**src/rtl/gat_host_bridge.sv**
```systemverilog
// gat_host_bridge
//   Bridges one byte-addressed 32-bit host BRAM port onto NUM_CH word-addressed
//   accelerator BRAM channels, and sequences the accelerator core through its
//   load / start / busy phases.
//
// Ports
//   clk, rst            clock, asynchronous active-high reset
//   host_en/we/addr/din host request; addr = {channel, word, 2'b byte offset}
//   host_dout/rvalid    read data and its one-cycle strobe (RD_LAT+2 after request)
//   host_err / err_clr  sticky rejected-access flag and its clear
//   ch_en/we/addr/din   registered per-channel BRAM controls (flattened slots)
//   ch_dout             per-channel BRAM read data (flattened slots)
//   ch_load_done        per-channel level load-done indications
//   core_start          one-cycle start pulse, core_done completion pulse
//   busy, ready         core in START/BUSY, sticky result-ready flag

module gat_host_bridge #(
  parameter int                NUM_CH      = 4,
  parameter int                CH_DATA_W   = 16,
  parameter int                CH_ADDR_W   = 18,
  parameter int                RD_LAT      = 2,
  parameter bit                SIGNED_RD   = 1'b0,
  parameter logic [NUM_CH-1:0] LOAD_MASK   = {NUM_CH{1'b1}},
  parameter int                CH_SEL_W    = (NUM_CH > 1) ? $clog2(NUM_CH) : 1,
  parameter int                HOST_ADDR_W = CH_SEL_W + CH_ADDR_W + 2
) (
  input  logic                          clk,
  input  logic                          rst,
  input  logic                          host_en,
  input  logic                          host_we,
  input  logic [HOST_ADDR_W-1:0]        host_addr,
  input  logic [31:0]                   host_din,
  output logic [31:0]                   host_dout,
  output logic                          host_rvalid,
  output logic                          host_err,
  input  logic                          err_clr,
  output logic [NUM_CH-1:0]             ch_en,
  output logic [NUM_CH-1:0]             ch_we,
  output logic [NUM_CH*CH_ADDR_W-1:0]   ch_addr,
  output logic [NUM_CH*CH_DATA_W-1:0]   ch_din,
  input  logic [NUM_CH*CH_DATA_W-1:0]   ch_dout,
  input  logic [NUM_CH-1:0]             ch_load_done,
  output logic                          core_start,
  input  logic                          core_done,
  output logic                          busy,
  output logic                          ready
);

  typedef enum logic [1:0] {
    ST_IDLE  = 2'd0,
    ST_LOAD  = 2'd1,
    ST_START = 2'd2,
    ST_BUSY  = 2'd3
  } state_t;

  // Channel count widened by one bit so the range check also works when
  // NUM_CH is a power of two and every select code is legal.
  localparam logic [CH_SEL_W:0] NUM_CH_W = NUM_CH[CH_SEL_W:0];

  // ---------------------------------------------------------------------------
  // Request decode
  // ---------------------------------------------------------------------------
  logic [CH_SEL_W-1:0]  req_ch;
  logic [CH_ADDR_W-1:0] req_word;
  logic [CH_DATA_W-1:0] req_data;
  logic                 req_ch_ok;
  logic                 fsm_locked;
  logic                 acc_ok;
  logic                 acc_rej;
  logic                 wr_acc;
  logic                 rd_req;
  logic                 unused_ok;

  state_t state_q, state_d;

  assign req_ch     = host_addr[HOST_ADDR_W-1 -: CH_SEL_W];
  assign req_word   = host_addr[CH_ADDR_W+1:2];
  assign req_data   = host_din[CH_DATA_W-1:0];
  assign req_ch_ok  = ({1'b0, req_ch} < NUM_CH_W);
  assign fsm_locked = (state_q == ST_START) || (state_q == ST_BUSY);
  // Reads always pass; writes are blocked while the core owns the memories.
  assign acc_ok     = host_en && req_ch_ok && (!host_we || !fsm_locked);
  assign acc_rej    = host_en && !acc_ok;
  assign wr_acc     = acc_ok && host_we;
  assign rd_req     = host_en && !host_we;

  // Byte-offset bits and truncated write-data bits are intentionally dropped.
  assign unused_ok  = &{1'b0, host_addr[1:0], host_din};

  // ---------------------------------------------------------------------------
  // Per-channel registered BRAM controls
  // ---------------------------------------------------------------------------
  logic [NUM_CH-1:0]           ch_en_q,   ch_en_d;
  logic [NUM_CH-1:0]           ch_we_q,   ch_we_d;
  logic [NUM_CH*CH_ADDR_W-1:0] ch_addr_q, ch_addr_d;
  logic [NUM_CH*CH_DATA_W-1:0] ch_din_q,  ch_din_d;
  logic [CH_DATA_W-1:0]        ch_dout_arr [NUM_CH];

  for (genvar gi = 0; gi < NUM_CH; gi++) begin : g_ch
    logic sel;
    assign sel = acc_ok && (req_ch == CH_SEL_W'(gi));
    assign ch_en_d[gi] = sel;
    assign ch_we_d[gi] = sel && host_we;
    // Unselected slots keep their last address/data so idle channels do not toggle.
    assign ch_addr_d[gi*CH_ADDR_W +: CH_ADDR_W] =
      sel ? req_word : ch_addr_q[gi*CH_ADDR_W +: CH_ADDR_W];
    assign ch_din_d[gi*CH_DATA_W +: CH_DATA_W] =
      sel ? req_data : ch_din_q[gi*CH_DATA_W +: CH_DATA_W];
    assign ch_dout_arr[gi] = ch_dout[gi*CH_DATA_W +: CH_DATA_W];
  end

  // ---------------------------------------------------------------------------
  // Read return pipe
  //   stage 0 lines up with the registered ch_en; stage RD_LAT lines up with
  //   the cycle in which the BRAM presents data. One select stage and one
  //   output stage follow, giving RD_LAT+2 from request to rvalid.
  // ---------------------------------------------------------------------------
  logic [RD_LAT:0]               rd_vld_q, rd_vld_d;
  logic [RD_LAT:0]               rd_ok_q,  rd_ok_d;
  logic [RD_LAT:0][CH_SEL_W-1:0] rd_ch_q,  rd_ch_d;
  logic                          sel_vld_q, sel_vld_d;
  logic [CH_DATA_W-1:0]          sel_data_q, sel_data_d;
  logic [31:0]                   host_dout_q, host_dout_d;
  logic                          host_rvalid_q, host_rvalid_d;
  logic [CH_DATA_W-1:0]          sel_raw;
  logic [31:0]                   sel_ext;

  always_comb begin
    rd_vld_d    = '0;
    rd_ok_d     = '0;
    rd_ch_d     = '0;
    rd_vld_d[0] = rd_req;
    rd_ok_d[0]  = rd_req && req_ch_ok;
    rd_ch_d[0]  = req_ch;
    for (int k = 1; k <= RD_LAT; k++) begin
      rd_vld_d[k] = rd_vld_q[k-1];
      rd_ok_d[k]  = rd_ok_q[k-1];
      rd_ch_d[k]  = rd_ch_q[k-1];
    end
  end

  always_comb begin
    sel_raw = '0;
    for (int i = 0; i < NUM_CH; i++) begin
      if (rd_ch_q[RD_LAT] == CH_SEL_W'(i)) begin
        sel_raw = ch_dout_arr[i];
      end
    end
    sel_vld_d = rd_vld_q[RD_LAT];
    // Invalid-channel reads still return a slot, carrying zero.
    sel_data_d = rd_ok_q[RD_LAT] ? sel_raw : '0;
  end

  always_comb begin
    if (SIGNED_RD) begin
      sel_ext = 32'($signed(sel_data_q));
    end else begin
      sel_ext = 32'(sel_data_q);
    end
    host_rvalid_d = sel_vld_q;
    host_dout_d   = sel_vld_q ? sel_ext : host_dout_q;
  end

  // ---------------------------------------------------------------------------
  // Core sequencing, load flags, status flags
  // ---------------------------------------------------------------------------
  logic [NUM_CH-1:0] done_flag_q, done_flag_d;
  logic              err_q, err_d;
  logic              ready_q, ready_d;
  logic              flags_met;

  assign flags_met = ((done_flag_q & LOAD_MASK) == LOAD_MASK);

  always_comb begin
    state_d     = state_q;
    done_flag_d = done_flag_q | ch_load_done;
    ready_d     = ready_q;
    unique case (state_q)
      ST_IDLE: begin
        if (wr_acc) state_d = ST_LOAD;
      end
      ST_LOAD: begin
        if (flags_met) begin
          state_d     = ST_START;
          done_flag_d = '0;
        end
      end
      ST_START: begin
        state_d = ST_BUSY;
      end
      ST_BUSY: begin
        if (core_done) begin
          state_d = ST_IDLE;
          ready_d = 1'b1;
        end
      end
      default: state_d = ST_IDLE;
    endcase
    // Writes cannot be accepted in BUSY, so this never collides with the set above.
    if (wr_acc) ready_d = 1'b0;
    // A new rejection in the same cycle as a clear keeps the flag set.
    err_d = acc_rej || (err_q && !err_clr);
  end

  // ---------------------------------------------------------------------------
  // State registers
  // ---------------------------------------------------------------------------
  always_ff @(posedge clk or posedge rst) begin
    if (rst) begin
      state_q       <= ST_IDLE;
      done_flag_q   <= '0;
      err_q         <= 1'b0;
      ready_q       <= 1'b0;
      ch_en_q       <= '0;
      ch_we_q       <= '0;
      ch_addr_q     <= '0;
      ch_din_q      <= '0;
      rd_vld_q      <= '0;
      rd_ok_q       <= '0;
      rd_ch_q       <= '0;
      sel_vld_q     <= 1'b0;
      sel_data_q    <= '0;
      host_dout_q   <= '0;
      host_rvalid_q <= 1'b0;
    end else begin
      state_q       <= state_d;
      done_flag_q   <= done_flag_d;
      err_q         <= err_d;
      ready_q       <= ready_d;
      ch_en_q       <= ch_en_d;
      ch_we_q       <= ch_we_d;
      ch_addr_q     <= ch_addr_d;
      ch_din_q      <= ch_din_d;
      rd_vld_q      <= rd_vld_d;
      rd_ok_q       <= rd_ok_d;
      rd_ch_q       <= rd_ch_d;
      sel_vld_q     <= sel_vld_d;
      sel_data_q    <= sel_data_d;
      host_dout_q   <= host_dout_d;
      host_rvalid_q <= host_rvalid_d;
    end
  end

  assign host_dout   = host_dout_q;
  assign host_rvalid = host_rvalid_q;
  assign host_err    = err_q;
  assign ch_en       = ch_en_q;
  assign ch_we       = ch_we_q;
  assign ch_addr     = ch_addr_q;
  assign ch_din      = ch_din_q;
  assign core_start  = (state_q == ST_START);
  assign busy        = fsm_locked;
  assign ready       = ready_q;

endmodule

```
**config.mk**
```make
export PLATFORM = sky130hd
export DESIGN_NAME = gat_host_bridge
export DESIGN_NICKNAME = d
export VERILOG_FILES = /design/src/rtl/gat_host_bridge.sv
export SDC_FILE = /design/constraint.sdc
export NUM_CORES = 1
export LEC_CHECK = 0
export ABC_AREA = 0
export BUFFER_PORTS_ARGS = -buffer_cell sky130_fd_sc_hd__buf_2
export CAP_MARGIN = 20
export CORE_UTILIZATION = 51
export CTS_BUF_LIST = sky130_fd_sc_hd__clkbuf_8
export CTS_CLUSTER_DIAMETER = 100
export DETAILED_ROUTE_END_ITERATION = 8
export GPL_TIMING_DRIVEN = 0
export HOLD_SLACK_MARGIN = 0.03
export PLACE_DENSITY = 0.87
export SLEW_MARGIN = 10
export SYNTH_ARGS = -nofsm -noshare
export SYNTH_HDL_FRONTEND = slang
export SYNTH_SLANG_ARGS = --single-unit
```
**constraint.sdc**
```tcl
create_clock -name clk -period 8.6 [get_ports clk]
set_input_delay 2.58 -clock clk [delete_from_list [all_inputs] [get_ports clk]]
set_output_delay 2.58 -clock clk [all_outputs]
set_load 0.05 [all_outputs]
```
==> flow_summary.ini, run 1 <==
[die]
die_width_um = 127
core_um2 = 15300
rows = 45
initial_utilization_pct = 52.3
io_pins = 309
die_y_um = 127
fp.dieArea_um2 = 16200

[synthesis]
yosysWarnings = 0
post_synthesis_sequential_area_ratio_pct = 61.1
postSynthAreaPerCell_um2 = 17.4
netlist.area_leader.share_pct = 61.1
synth.cell_area_um2 = 7980
post_synth_inst_count = 460
ys.flop_type = dfrtp_1
ys_ff_latch = 195
synth_area_leaders = dfrtp_1 (61%), mux2_4 (15%), mux2_2 (9.9%), mux4_2 (4.5%), buf_4 (1.6%)
netlist-cell-type-count = 30
synthArstFlopShare_pct = 100
synth_top_cell_by_area = dfrtp_1
synth-edff-count = 0

[placed_design]
placement.io_buffers = 273
total_cell_area_at_the_placement_stage_um2 = 9700
finalWeightedCongestion = 0.715
pre_cts_slack_ps = 4650
hpwlAfterDp_mm = 13.0

[timing]
final_period_minus_worst_setup_slack_ps = 4300
finalMaxSlewViolations = 0
grt_setup_unrepaired = no
maxSlewHeadroom_pct = 51.8
hold_violations = 0
fmax_ghz = 0.232
worst_clock_skew_ps = 13.2
worst_pin_slew_ps = 723
final-setup-viol-count = 0
finalHoldWorstSlack_ps = 356
final.period_utilization_pct = 50.0
fin_tns_setup_ps = 0
final.setup.worst_slack_ps = 4300

[critical_path]
worst_reg2reg_setup_slack_ps = 6550
critical_path_class = flip-flop to primary output
critical-path-slowest-cell = dfrtp_1
timing.critical_path.from_type = flip-flop
critical_path_cell_count = 4
critical_path.max_stage_delay_ps = 410
rr_startpoint = state_q[0]
worstPathBufferInverterCount = 2
reg2reg_depth = 6
timing.critical_path.arrival_ps = 1720
critical_path.max_fanout = 5
worstPathRequired_ps = 6020
timing.critical_path.cells = inv_1, ha_1, or2_2, buf_2
r2r-end = ch_addr[29]
setup.worst_path.end_class = primary output
timing.critical_path.max_delay_family = flip-flops

[finish]
most_common_library_cell_in_the_layout_ignoring_fill_and_taps = buf_2
final_layout_size_suffix_gt1_share_pct = 65.6
finish.net_count = 900
syn_to_final_growth_pct = 26.6
fillCellCount = 1128
post-route-cell-area_um2 = 10100
final_cell_mix = buf_2 (280), dfrtp_1 (195), mux2_4 (81)

[power]
total_power_mw = 3.92
power_density_normalized_to_cell_area_nw_per_um2 = 387
static_leakage_nw = 5.34
peakVddDrop_mv = 0.289

[clock_network]
number_of_buffers_added_by_the_clock_tree_synthesis_step = 17
h-tree-depth = 4
cts_hold_repair.buffers = 0
cts_resized = 0
cts_tree = yes
cts.reportedPaths.clkPinSlew_ps = 90
cts.sink_count = 195
post_cts_repair_setup_buffers = 0
clk_latency_ps = 450
clk_path_buf_depth = 2
ctsRootBufferMaster = clkbuf_8

[grt]
globalRouteOverflowTotal = 0
grt.busiest_layer = met2
grt_pass1_wl_mm = 27.8
number_of_global_route_vias_before_repair = 5264
use_met3_pct = 8.38
antenna_found_initial = 2
met1_usage_pct = 26.6
globalRouteMet2Util_pct = 39.9
grt_util_all_layers_pct = 22.9
grt_max_degree = 105

[routing]
drc = 0
antenna_left = 0
detail_route.vias_per_cell = 4.89
drt-wirelength-per-cell_um = 17.7
total_routed_length_mm = 17.5
drt_iter0_drc = 156
vias = 4846
drt_first_pass_iters = 4

[run]
drv_cap = 0

[hold_path]
worst_hold_path.endpoint = rd_ch_d[5]
worst_hold_path_type = flip-flop to flip-flop
timing.hold.worst_path_depth = 0
worstHoldStart = rd_ch_d[3]

[run_status]
status = complete, no violations
stage by stage:
step,utilization (%),std cells
final,66.2,992
after CTS,66.2,991
after global placement,63.4,959
after global routing,66.2,991
after detailed placement,63.6,960
after floorplan,-,475
area by class of cell:
cell class	count	area, µm²	share of cell area (%)
antenna	1	2.50	0.0248
multi-input combinational	233	2840	28.1
inverter	11	48.8	0.483
timing repair buffer	274	1390	13.8
clock buffer	20	275	2.72
buffer	36	275	2.72
tap	211	264	2.61
clock inverter	11	125	1.24
sequential	195	4880	48.3
synthesized netlist by cell type, drive strengths merged (2+ instances only):
cell type  number
dfrtp         195
mux2          153
buf            33
and2           17
mux4           16
inv            11
nor2            6
ha              4
o21a            4
clkbuf          3
nand4           2
nand4b          2
or2             2
kinds of logic after synthesis:
family	share of synthesized area [%]
muxes	29.9
adders and majority gates	0.627
buffers and inverters	3.97
AOI/OAI and AO/OA	1.03
other	0.0470
and+or+nand+nor	3.29
DFF	61.1
sequential cells by signal, summed over array words and instances (netlist names), 3 cells and up:
register / cells
host_dout: 16
sel_data_q: 16
ch_we: 4
ch_en: 4
done_flag_q: 4
rd_ok_q: 3
ch_addr: 72
rd_ch_d: 4
ch_din: 64
metal layers:
layer,vias to the layer above,routed length [µm]
met1,2435,6960
li1,2193,-
met5,-,13
met4,2,222
met3,17,1330
met2,199,8990
power breakdown:
group / switching, mW / total [mW] / internal [mW] / leakage [nW]
Combinational: 1.37 / 1.94 / 0.578 / 2.78
Clock: 0.313 / 0.595 / 0.282 / 0.195
Sequential: 0.164 / 1.38 / 1.21 / 2.37
Total: 1.84 / 3.92 / 2.07 / 5.34
worst register-to-register path, stage by stage, from the launching register on:
cell	delay [ps]
dfrtp_1	410
inv_1	80
ha_1	280
o21ai_4	320
nand4b_4	290
buf_6	260
mux2_4	310
worst max path at each step:
| stage | endpoint | slack, ps | from |
|---|---|---|---|
| 6_report | busy | 4300 | state_q[0] |
| 2_1_floorplan | ch_addr[0] | 710 | rst |
| 3_5_place_dp | state_q[1] | 4650 | host_en |
| 4_1_cts | busy | 4240 | state_q[0] |
| 5_1_grt | busy | 4170 | state_q[0] |
| 3_3_place_gp | ch_addr[0] | -1260 | rst |
Power figures use the tool's default switching activity.
==> run 2: changes to the inputs <==
ABC_AREA = 1   (was 0)
clock period = 4.5 ns   (was 8.6 ns; I/O delays follow)
==> run 2 against run 1 <==
Highest routed layer is now met4. Sequential cell count is the same. Clock skew down 3.0 ps. Sequential power up 83%. Clock power grew 68%.
==> flow_summary.ini, run 2 <==
[die]
core_um2 = 15300
die_width_um = 127
die_y_um = 127
io_pins = 309
rows = 45
initial_utilization_pct = 52.6
fp.dieArea_um2 = 16200

[grt]
globalRouteOverflowTotal = 0
grt_pass1_wl_mm = 36.3
number_of_global_route_vias_before_repair = 7115
grt_util_all_layers_pct = 29.6
grt_max_degree = 36
antenna_found_initial = 1

[timing]
final.period_utilization_pct = 65.1
fin_tns_setup_ps = 0
finalHoldWorstSlack_ps = 353
final-setup-viol-count = 0
fmax_ghz = 0.341
final_period_minus_worst_setup_slack_ps = 2930
worst_clock_skew_ps = 10.1
grt_setup_unrepaired = no
finalMaxSlewViolations = 0
hold_violations = 0
worst_pin_slew_ps = 562
maxSlewHeadroom_pct = 62.5

[critical_path]
worstPathRequired_ps = 3150
critical-path-slowest-cell = dfrtp_1
critical_path.max_stage_delay_ps = 420
critical_path_class = flip-flop to primary output
setup.worst_path.end_class = primary output
timing.critical_path.from_type = flip-flop
worst_reg2reg_setup_slack_ps = 2480
worst_path_most_repeated_cell = inv_1
timing.critical_path.cells = inv_1, ha_1, nor2_1, inv_1, buf_2
timing.critical_path.arrival_ps = 1580
critical_path.max_fanout = 4

[synthesis]
netlist-cell-type-count = 27
post_synth_inst_count = 868
ys_ff_latch = 195
postSynthAreaPerCell_um2 = 9.25
netlist.area_leader.share_pct = 60.8
yosys.cell_count.top_type = nand2_1
synth_area_leaders = dfrtp_1 (61%), nand2_1 (15%), nand3_1 (7.5%), o21ai_0 (2.9%), mux2_2 (2.2%)
synthArstFlopShare_pct = 100
post_synthesis_sequential_area_ratio_pct = 60.8
synth.cells.most_frequent = nand2_1 (323), dfrtp_1 (195), nand3_1 (120)
synth-edff-count = 0
yosysWarnings = 0
ys.flop_type = dfrtp_1
synth.cell_area_um2 = 8030
synth_top_cell_by_area = dfrtp_1

[routing]
vias = 7167
detail_route.vias_per_cell = 5.09
antenna_left = 0
drt_first_pass_iters = 5
drt-wirelength-per-cell_um = 16.5
drt_iter0_drc = 493
total_routed_length_mm = 23.3
drc = 0

[clock_network]
ctsRootBufferMaster = clkbuf_8
cts_hold_repair.buffers = 0
number_of_buffers_added_by_the_clock_tree_synthesis_step = 17
cts.reportedPaths.clkPinSlew_ps = 90
cts.sink_count = 195
clk_latency_ps = 450
clk_path_buf_depth = 2
h-tree-depth = 4
cts_tree = yes
post_cts_repair_setup_buffers = 0
cts_resized = 0

[finish]
final_layout_size_suffix_gt1_share_pct = 32.2
finish.net_count = 1314
final_cell_mix = nand2_1 (323), buf_2 (293), dfrtp_1 (195)
most_common_library_cell_in_the_layout_ignoring_fill_and_taps = nand2_1
syn_to_final_growth_pct = 26.9
largest_register_ffs = 72

[power]
total_power_mw = 6.68
peakVddDrop_mv = 0.369
power_density_normalized_to_cell_area_nw_per_um2 = 655
static_leakage_nw = 5.91

[placed_design]
hpwlAfterDp_mm = 17.6
placement.io_buffers = 274
finalWeightedCongestion = 0.859

[run_status]
status = complete, no violations

[hold_path]
worst_hold_path_type = flip-flop to flip-flop

[run]
drv_cap = 0
## run 2: layer usage
metal | share of wire (%) | global-route usage (%) | vias to the layer above
met4 | 1.8 | 9.45 | 0
met5 | 0 | 0 | -
met3 | 7.9 | 7.45 | 30
met2 | 51 | 52.7 | 316
li1 | - | - | 3364
met1 | 39 | 35.1 | 3457
## run 2: cell families (layout without fill, tap and decap cells)
family                   Yosys count  after routing  share of synthesized area (%)
AND/OR/NAND/NOR                  482            482                           24.9
multiplexers                      16             16                           2.24
adder cells (fa/ha/maj)            4              4                          0.623
other                              1             17                         0.0467
flip-flops                       195            195                           60.8
buffers and inverters            106            418                           7.03
AO/OA/AOI/OAI                     64             64                           4.36
## run 2: worst paths after layout
path	startpoint	endpoint	depth (start not counted)
worst max-delay path	state_q[0]	busy	5
worst min-delay path	rd_ch_d[2]	rd_ch_d[4]	0
worst max register to register	state_q[0]	ch_din[12]	9
worst min register to register	rd_ch_d[2]	rd_ch_d[4]	0
max in group asynchronous	rst	ch_addr[48]	5
min in group asynchronous	rst	host_err	2
## run 2: cell type report
cell class                 instances  area [µm²]
fill                            1255        5070
antenna                            1        2.50
buffer                            63         400
clock buffer                      20         275
tap                              211         264
timing repair buffer             280        1490
multi-input combinational        582        2640
clock inverter                    12        68.8
inverter                          43         168
sequential                       195        4880
## run 2: per-stage QoR
step | area (µm²) | std cells | utilization, % | setup slack [ps]
after global routing | 10200 | 1407 | 66.8 | 1450
after detailed placement | 9840 | 1374 | 64.5 | 1630
after global placement | 9720 | 1368 | 63.7 | -484
after CTS | 10200 | 1406 | 66.8 | 1530
final | 10200 | 1407 | 66.8 | 1570
after floorplan | 8090 | 883 | - | 632
## run 2: where the power goes
group / total, mW / switching, mW / internal, mW / leakage (nW)
Sequential: 2.52 / 0.279 / 2.24 / 2.46
Clock: 1.00 / 0.587 / 0.418 / 0.187
Combinational: 3.16 / 2.49 / 0.668 / 3.26
Total: 6.68 / 3.36 / 3.32 / 5.91
## run 2: worst max-delay path, delay by kind of cell, from the launching register on
family / cells / cell delay (ps)
buffers and inverters: 3 / 340
adder cells (fa/ha/maj): 1 / 250
AND/OR/NAND/NOR: 1 / 130
flip-flops: 1 / 420
